==> src/rtl/pipe_pkg.sv <==
// Shared types and constants for the MIPS pipeline front end.
package pipe_pkg;

    localparam int unsigned XLEN = 32;
    localparam int unsigned ST_W = 2;

    typedef logic [XLEN-1:0] word_t;
    typedef logic [ST_W-1:0] fetch_state_t;

    localparam word_t DEF_RESET_PC  = 32'h0000_0000;
    localparam word_t DEF_NOP_INSTR = 32'h0000_0000;

    // Fetch FSM state enumeration
    localparam fetch_state_t ST_BOOT       = 2'd0;
    localparam fetch_state_t ST_RUN        = 2'd1;
    localparam fetch_state_t ST_MISS       = 2'd2;
    localparam fetch_state_t ST_MISS_REDIR = 2'd3;

    // IF/ID pipeline register payload
    typedef struct packed {
        word_t instr;
        word_t pcplus4;
        logic  valid;
    } ifid_t;

    function automatic word_t align_word(input word_t addr);
        return {addr[XLEN-1:2], 2'b00};
    endfunction

    function automatic word_t sat_inc(input word_t val, input logic en);
        return (en && (val != {XLEN{1'b1}})) ? val + XLEN'(1) : val;
    endfunction

endpackage

==> src/rtl/pc_next_sel.sv <==
// Redirect priority (EX JR > EX branch > D jump) and target alignment.
module pc_next_sel
    import pipe_pkg::*;
(
    input  logic  [XLEN-1:0] pc,
    input  logic             pc_enable,
    input  logic             branch_taken,
    input  logic  [XLEN-1:0] branch_target,
    input  logic             jr,
    input  logic  [XLEN-1:0] jr_target,
    input  logic             jump,
    input  logic  [XLEN-1:0] jump_target,
    output logic             ex_redir_c,
    output logic             d_redir_c,
    output logic  [XLEN-1:0] redir_target_c,
    output logic  [XLEN-1:0] seq_pc_c
);

    always_comb begin
        ex_redir_c = jr | branch_taken;
        // A D-stage jump is only honoured when the pipe is advancing and EX is quiet
        d_redir_c  = jump & pc_enable & ~ex_redir_c;
        if (jr) begin
            redir_target_c = align_word(jr_target);
        end else if (branch_taken) begin
            redir_target_c = align_word(branch_target);
        end else begin
            redir_target_c = align_word(jump_target);
        end
        seq_pc_c = pc + XLEN'(4);
    end

endmodule

==> src/rtl/fetch_stage.sv <==
// IF stage and IF/ID register: PC ownership, I-cache fetch handshake, redirects.
// Optional FETCH_PERF_CNT_EN adds miss-cycle and redirect counters.
module fetch_stage
    import pipe_pkg::*;
#(
    parameter word_t RESET_PC  = DEF_RESET_PC,
    parameter word_t NOP_INSTR = DEF_NOP_INSTR
) (
    input  logic            clk,
    input  logic            rst_n,
    input  logic            iPCEnable,
    input  logic            iflushifdec,
    input  logic            iBranchTaken,
    input  logic [XLEN-1:0] iBranchTarget,
    input  logic            iJR_RegE,
    input  logic [XLEN-1:0] iJRTarget,
    input  logic            iJump,
    input  logic [XLEN-1:0] iJumpTarget,
    output logic            oICacheRead,
    output logic [XLEN-1:0] oICacheAddr,
    input  logic [XLEN-1:0] iICacheRdata,
    input  logic            iICacheStall,
    output logic [XLEN-1:0] oInstruction_RegD,
    output logic [XLEN-1:0] oPCPlus4_RegD,
    output logic            oValid_RegD
`ifdef FETCH_PERF_CNT_EN
    ,
    output logic [XLEN-1:0] oMissCycles,
    output logic [XLEN-1:0] oRedirects
`endif
);

    localparam ifid_t BUBBLE = '{instr: NOP_INSTR, pcplus4: '0, valid: 1'b0};

    fetch_state_t state_q, state_d;
    word_t        pc_q, pc_d;
    word_t        pend_tgt_q, pend_tgt_d;
    logic         pend_ex_q, pend_ex_d;
    logic         read_q, read_d;
    ifid_t        ifid_q, ifid_d;
    logic         fetched_c;

    logic  ex_redir_c, d_redir_c;
    word_t redir_target_c, seq_pc_c;

    pc_next_sel u_pc_next_sel (
        .pc             (pc_q),
        .pc_enable      (iPCEnable),
        .branch_taken   (iBranchTaken),
        .branch_target  (iBranchTarget),
        .jr             (iJR_RegE),
        .jr_target      (iJRTarget),
        .jump           (iJump),
        .jump_target    (iJumpTarget),
        .ex_redir_c     (ex_redir_c),
        .d_redir_c      (d_redir_c),
        .redir_target_c (redir_target_c),
        .seq_pc_c       (seq_pc_c)
    );

    always_comb begin
        state_d    = state_q;
        pc_d       = pc_q;
        pend_tgt_d = pend_tgt_q;
        pend_ex_d  = pend_ex_q;
        fetched_c  = 1'b0;

        case (state_q)
            ST_BOOT: begin
                state_d = ST_RUN;
            end
            ST_RUN, ST_MISS: begin
                if (ex_redir_c || d_redir_c) begin
                    if (iICacheStall) begin
                        state_d    = ST_MISS_REDIR;
                        pend_tgt_d = redir_target_c;
                        pend_ex_d  = ex_redir_c;
                    end else begin
                        // A redirect landing as a miss resolves discards that word
                        state_d   = ST_RUN;
                        pc_d      = redir_target_c;
                        fetched_c = (state_q == ST_RUN);
                    end
                end else if (iICacheStall) begin
                    state_d = ST_MISS;
                end else begin
                    state_d   = ST_RUN;
                    fetched_c = 1'b1;
                    if (iPCEnable) begin
                        pc_d = seq_pc_c;
                    end
                end
            end
            ST_MISS_REDIR: begin
                if (ex_redir_c) begin
                    pend_tgt_d = redir_target_c;
                    pend_ex_d  = 1'b1;
                end else if (d_redir_c && !pend_ex_q) begin
                    pend_tgt_d = redir_target_c;
                    pend_ex_d  = 1'b0;
                end
                if (!iICacheStall) begin
                    state_d    = ST_RUN;
                    pc_d       = pend_tgt_d;
                    pend_tgt_d = '0;
                    pend_ex_d  = 1'b0;
                end
            end
            default: begin
                state_d = ST_BOOT;
            end
        endcase

        read_d = (state_d != ST_BOOT);

        if (iflushifdec) begin
            ifid_d = BUBBLE;
        end else if (!iPCEnable) begin
            ifid_d = ifid_q;
        end else if (fetched_c) begin
            ifid_d = '{instr: iICacheRdata, pcplus4: seq_pc_c, valid: 1'b1};
        end else begin
            ifid_d = BUBBLE;
        end
    end

    always_ff @(posedge clk) begin
        if (!rst_n) begin
            state_q    <= ST_BOOT;
            pc_q       <= RESET_PC;
            pend_tgt_q <= '0;
            pend_ex_q  <= 1'b0;
            read_q     <= 1'b0;
            ifid_q     <= BUBBLE;
        end else begin
            state_q    <= state_d;
            pc_q       <= pc_d;
            pend_tgt_q <= pend_tgt_d;
            pend_ex_q  <= pend_ex_d;
            read_q     <= read_d;
            ifid_q     <= ifid_d;
        end
    end

    assign oICacheRead       = read_q;
    assign oICacheAddr       = pc_q;
    assign oInstruction_RegD = ifid_q.instr;
    assign oPCPlus4_RegD     = ifid_q.pcplus4;
    assign oValid_RegD       = ifid_q.valid;

`ifdef FETCH_PERF_CNT_EN
    word_t miss_cnt_q, miss_cnt_d;
    word_t redir_cnt_q, redir_cnt_d;
    logic  redir_applied_c;

    // A D jump in MISS_REDIR that cannot displace a pending EX target is not applied
    always_comb begin
        redir_applied_c = (state_q != ST_BOOT) &&
                          (ex_redir_c ||
                           (d_redir_c && !((state_q == ST_MISS_REDIR) && pend_ex_q)));
        miss_cnt_d  = sat_inc(miss_cnt_q,
                              (state_q == ST_MISS) || (state_q == ST_MISS_REDIR));
        redir_cnt_d = sat_inc(redir_cnt_q, redir_applied_c);
    end

    always_ff @(posedge clk) begin
        if (!rst_n) begin
            miss_cnt_q  <= '0;
            redir_cnt_q <= '0;
        end else begin
            miss_cnt_q  <= miss_cnt_d;
            redir_cnt_q <= redir_cnt_d;
        end
    end

    assign oMissCycles = miss_cnt_q;
    assign oRedirects  = redir_cnt_q;
`endif

endmodule

==> config.mk <==
export PLATFORM = sky130hd
export DESIGN_NAME = fetch_stage
export DESIGN_NICKNAME = d
export VERILOG_FILES = /design/src/rtl/pipe_pkg.sv /design/src/rtl/pc_next_sel.sv /design/src/rtl/fetch_stage.sv
export SDC_FILE = /design/constraint.sdc
export NUM_CORES = 1
export LEC_CHECK = 0
export CAP_MARGIN = 20
export CORE_MARGIN = 8
export CORE_UTILIZATION = 41
export CTS_BUF_LIST = sky130_fd_sc_hd__clkbuf_8 sky130_fd_sc_hd__clkbuf_16
export CTS_CLUSTER_DIAMETER = 80
export CTS_CLUSTER_SIZE = 25
export DETAILED_ROUTE_END_ITERATION = 16
export GPL_TIMING_DRIVEN = 0
export PLACE_DENSITY = 0.75
export SLEW_MARGIN = 20
export SYNTH_ARGS = -nofsm -noshare
export SYNTH_HDL_FRONTEND = slang
export SYNTH_SLANG_ARGS = --single-unit
==> constraint.sdc <==
create_clock -name clk -period 4.37 [get_ports clk]
set_clock_uncertainty 0.1 [all_clocks]
set_input_delay 0.874 -clock clk [delete_from_list [all_inputs] [get_ports clk]]
set_output_delay 0.874 -clock clk [all_outputs]
set_load 0.02 [all_outputs]
==> impl_metrics.tcl <==
set metrics [dict create \
    cts_resized 0 \
    post_dp_cell_area_mm2 0.009519 \
    timing.fmax_mhz 298.8 \
    path_cells "clkdlybuf4s50_1 -> buf_2 -> buf_2 -> buf_2 -> mux2i_1 -> nor2_1 -> a21oi_1 -> nor2_1 -> o311ai_0 -> o21ai_0" \
    clk_path_buf_depth 2 \
    holdCritPathClass "flop to flop" \
    drc_errors 0 \
    cts.hold.buffers_added 0 \
    synth_edf_count 0 \
    routabilityCongestion 0.9229 \
    tightest_slew_ns 0.9678 \
    clk_pin_slew_ns 0.07 \
    setup_slack_ns 1.024 \
    power_leakage_nw 3.551 \
    root_buffer "clkbuf_16" \
    drtIter0Drc 621 \
    grt_use_total_pct 23.67 \
    grt_pass1_vias 7421 \
    finalCriticalPeriod_ns 3.346 \
    hold_viol 0 \
    finalSetupTns_ns 0 \
    final_nets 1251 \
    syn_area_mm2 0.006992 \
    die_area_mm2 0.02149 \
    drt-wirelength-per-cell_um 19.61 \
    start_util_pct 42.01 \
    num_vias 7684 \
    post-cts-setup-buffer-count 0 \
    n_fill_cell 1479 \
    synth-async-reset-ratio_pct 0 \
    grt.overflow.total 0 \
    cts_tree "built" \
    fin_crit_sh_pct 76.58 \
    cp_max_fo 10 \
    antenna_found_initial 0 \
    r2r_start "state_q[0]$_SDFF_PN0_" \
    layout_commonest_cell "clkdlybuf4s50_1" \
    relSlewSlack_pct 34.98 \
    vias_per_cell 5.722 \
    p_int_w 0.002380 \
    arrival_ns 3.56 \
    p_seq_share_pct 39.2 \
    cp-end-kind "flop" \
    syn_area_per_cell_um2 8.074 \
    grt_pass1_wl_um 40680 \
    grt_max_degree 17 \
    wl_um 26340 \
    maxSlewViolCount 0 \
    cts_buffers 17 \
    synthCells 866 \
    ant_nets 0 \
    yosysUniqueCellTypes 69 \
    io_buffer_count 225 \
    power.switching_w 0.001039 \
    die_y_um 146.6 \
    switching_share_pct 30.39 \
    cp.required_ns 4.58 \
    diodes 0 \
    htree_levels 4 \
    drtPass1Iterations 5 \
    multi_input_comb_area_mm2 0.004016 \
    drive_above_1_share_pct 6.589 \
    syn-num-nets 1007 \
    synth-main-ff-cell "dfxtp_1" \
    area_growth_pct 44.35 \
    rows 47 \
    ff_latch_area_mm2 0.002663 \
    maxCapViolCount 0 \
    min_from "oPCPlus4_RegD[26]$_SDFFE_PP0P_" \
    crit_type "input pin to flop" \
    hold_ws_ns 0.3492 \
    pin_count 234 \
    comb_power_share_pct 19.9 \
    final_area_mm2 0.01009 \
    rsz0062_at_grt "no" \
    synth-seq-cells 133 \
    die_w_um 146.6 \
    insertion_delay_ns 0.44 \
    core_mm2 0.01664 \
    powerDensity_mw_per_mm2 338.8 \
    min_to "oPCPlus4_RegD[26]$_SDFFE_PP0P_" \
    yosys_warnings 0 \
    final_cell_mix "clkdlybuf4s50_1 (225), dfxtp_1 (133), nand2_1 (102), nor2_1 (95), o21ai_0 (63)" \
    hold_depth 2 \
    start_kind "input pin" \
    r2r_cells 9 \
    critPathSlowestCell "clkdlybuf4s50_1" \
    status "finished, final reports clean" \
    pwr-share-clk_pct 41.0 \
    cp_common_cell "buf_2" \
    critical-path-max-stage-delay_ns 0.55 \
    pre_cts_slack_ns 0.3157 \
    r2r_setup_slack_ns 1.30 \
    setup_viol 0 \
    r2r_end "oICacheAddr[9]$_SDFFE_PN0P_" \
    dp_hpwl_um 20340 \
    seq_area_frac_synth_pct 38.08 \
    clkSinkCount 133 \
    ir_drop_uv 267.7 \
]
[metrics by stage]
step                std cells  total power (W)  util (%)
floorplan                 866         0.001712         -
global route             1343         0.003533     60.64
finish                   1343         0.003419     60.64
detailed placement       1311         0.002028     57.20
CTS                      1343         0.003407     60.61
global placement         1311         0.002019     57.20
[power by group through the flow]
stage          Sequential (W)  Combinational [W]  Clock (W)
2_1_floorplan         0.00138           0.000328          0
3_3_place_gp          0.00136           0.000658          0
3_5_place_dp          0.00136           0.000665          0
4_1_cts               0.00134           0.000670    0.00140
5_1_grt               0.00135           0.000729    0.00146
6_report              0.00134           0.000679    0.00140
[registers in the layout, summed over array words and instances (netlist names)]
register / cells
oValid_RegD: 1
pend_tgt_q: 32
oPCPlus4_RegD: 32
oICacheRead: 1
state_q: 2
pend_ex_q: 1
oInstruction_RegD: 32
oICacheAddr: 32
[kinds of logic (layout without fill, tap and decap cells)]
kind of cell	Yosys count	after routing	share of synthesized area, %
AO/OA/AOI/OAI	279	279	26.86
XOR/XNOR	27	27	3.382
adder cells (fa/ha/maj)	5	5	0.8948
buffers and inverters	78	335	4.545
flip-flops	133	133	38.08
multiplexers	38	38	5.601
AND/OR/NAND/NOR	306	306	20.63
[per-layer routing]
| metal | GRT usage, % | share of wire (%) | up-vias |
|---|---|---|---|
| li1 | - | - | 3640 |
| met1 | 29.00 | 42 | 3564 |
| met2 | 37.95 | 46 | 421 |
| met3 | 6.984 | 9.2 | 59 |
| met4 | 9.892 | 3.0 | 0 |
| met5 | 0 | 0 | - |
[how the worst max path moves through the flow]
stage / from / to / slack (ns) / cells after the start
CTS: iBranchTaken / oICacheAddr[29]$_SDFFE_PN0P_ / 0.74 / 8
finish: iBranchTaken / oICacheAddr[12]$_SDFFE_PN0P_ / 1.02 / 10
floorplan: iPCEnable / oICacheAddr[29]$_SDFFE_PN0P_ / 1.72 / 9
detailed placement: iBranchTaken / oICacheAddr[13]$_SDFFE_PN0P_ / 0.32 / 8
global route: iBranchTaken / oICacheAddr[12]$_SDFFE_PN0P_ / 0.80 / 10
global placement: iBranchTaken / oICacheAddr[13]$_SDFFE_PN0P_ / 0.35 / 8
[Yosys cell counts (6+ instances only)]
library cell  count  area [um^2]
a311oi_1          7        61.31
mux2i_1          29        290.3
nor3_1           15        75.07
nand3_1          13        65.06
buf_1             6        22.52
a21oi_1          58        290.3
inv_1             7        26.28
a221oi_1          8        70.07
o21ai_0          63        315.3
and2_1            9        56.30
clkbuf_1         54        202.7
buf_2             8        40.04
xnor2_1          18        157.7
o22ai_1           6        37.54
nor2b_1          24        150.1
nor2_1           95        356.6
dfxtp_1         133         2663
a2bb2oi_1         8        70.07
a31oi_1           7        43.79
o2bb2ai_1         7        61.31
mux2_2            9        101.4
xor2_1            9        78.83
a22oi_1          59        442.9
nand4_1           6        37.54
nand2_1         102        382.9
a32o_1            9        90.09
nand2b_1          9        56.30
[critical path: cells and delay by family]
| family | cells | cell delay (ns) |
|---|---|---|
| mux | 1 | 0.22 |
| simple gates | 2 | 0.12 |
| buf+inv | 4 | 1.53 |
| compound gates | 3 | 0.79 |
[final cells by class]
class	instances	share of cell area, %
plain buffers	70	2.851
flip-flops and latches	133	26.38
well taps	220	2.727
inverters	8	0.2975
multi-input cells	655	39.80
clock inverters	15	1.413
clock buffers	17	4.215
repair buffers	225	22.32
(Power assumes the default switching activity.)
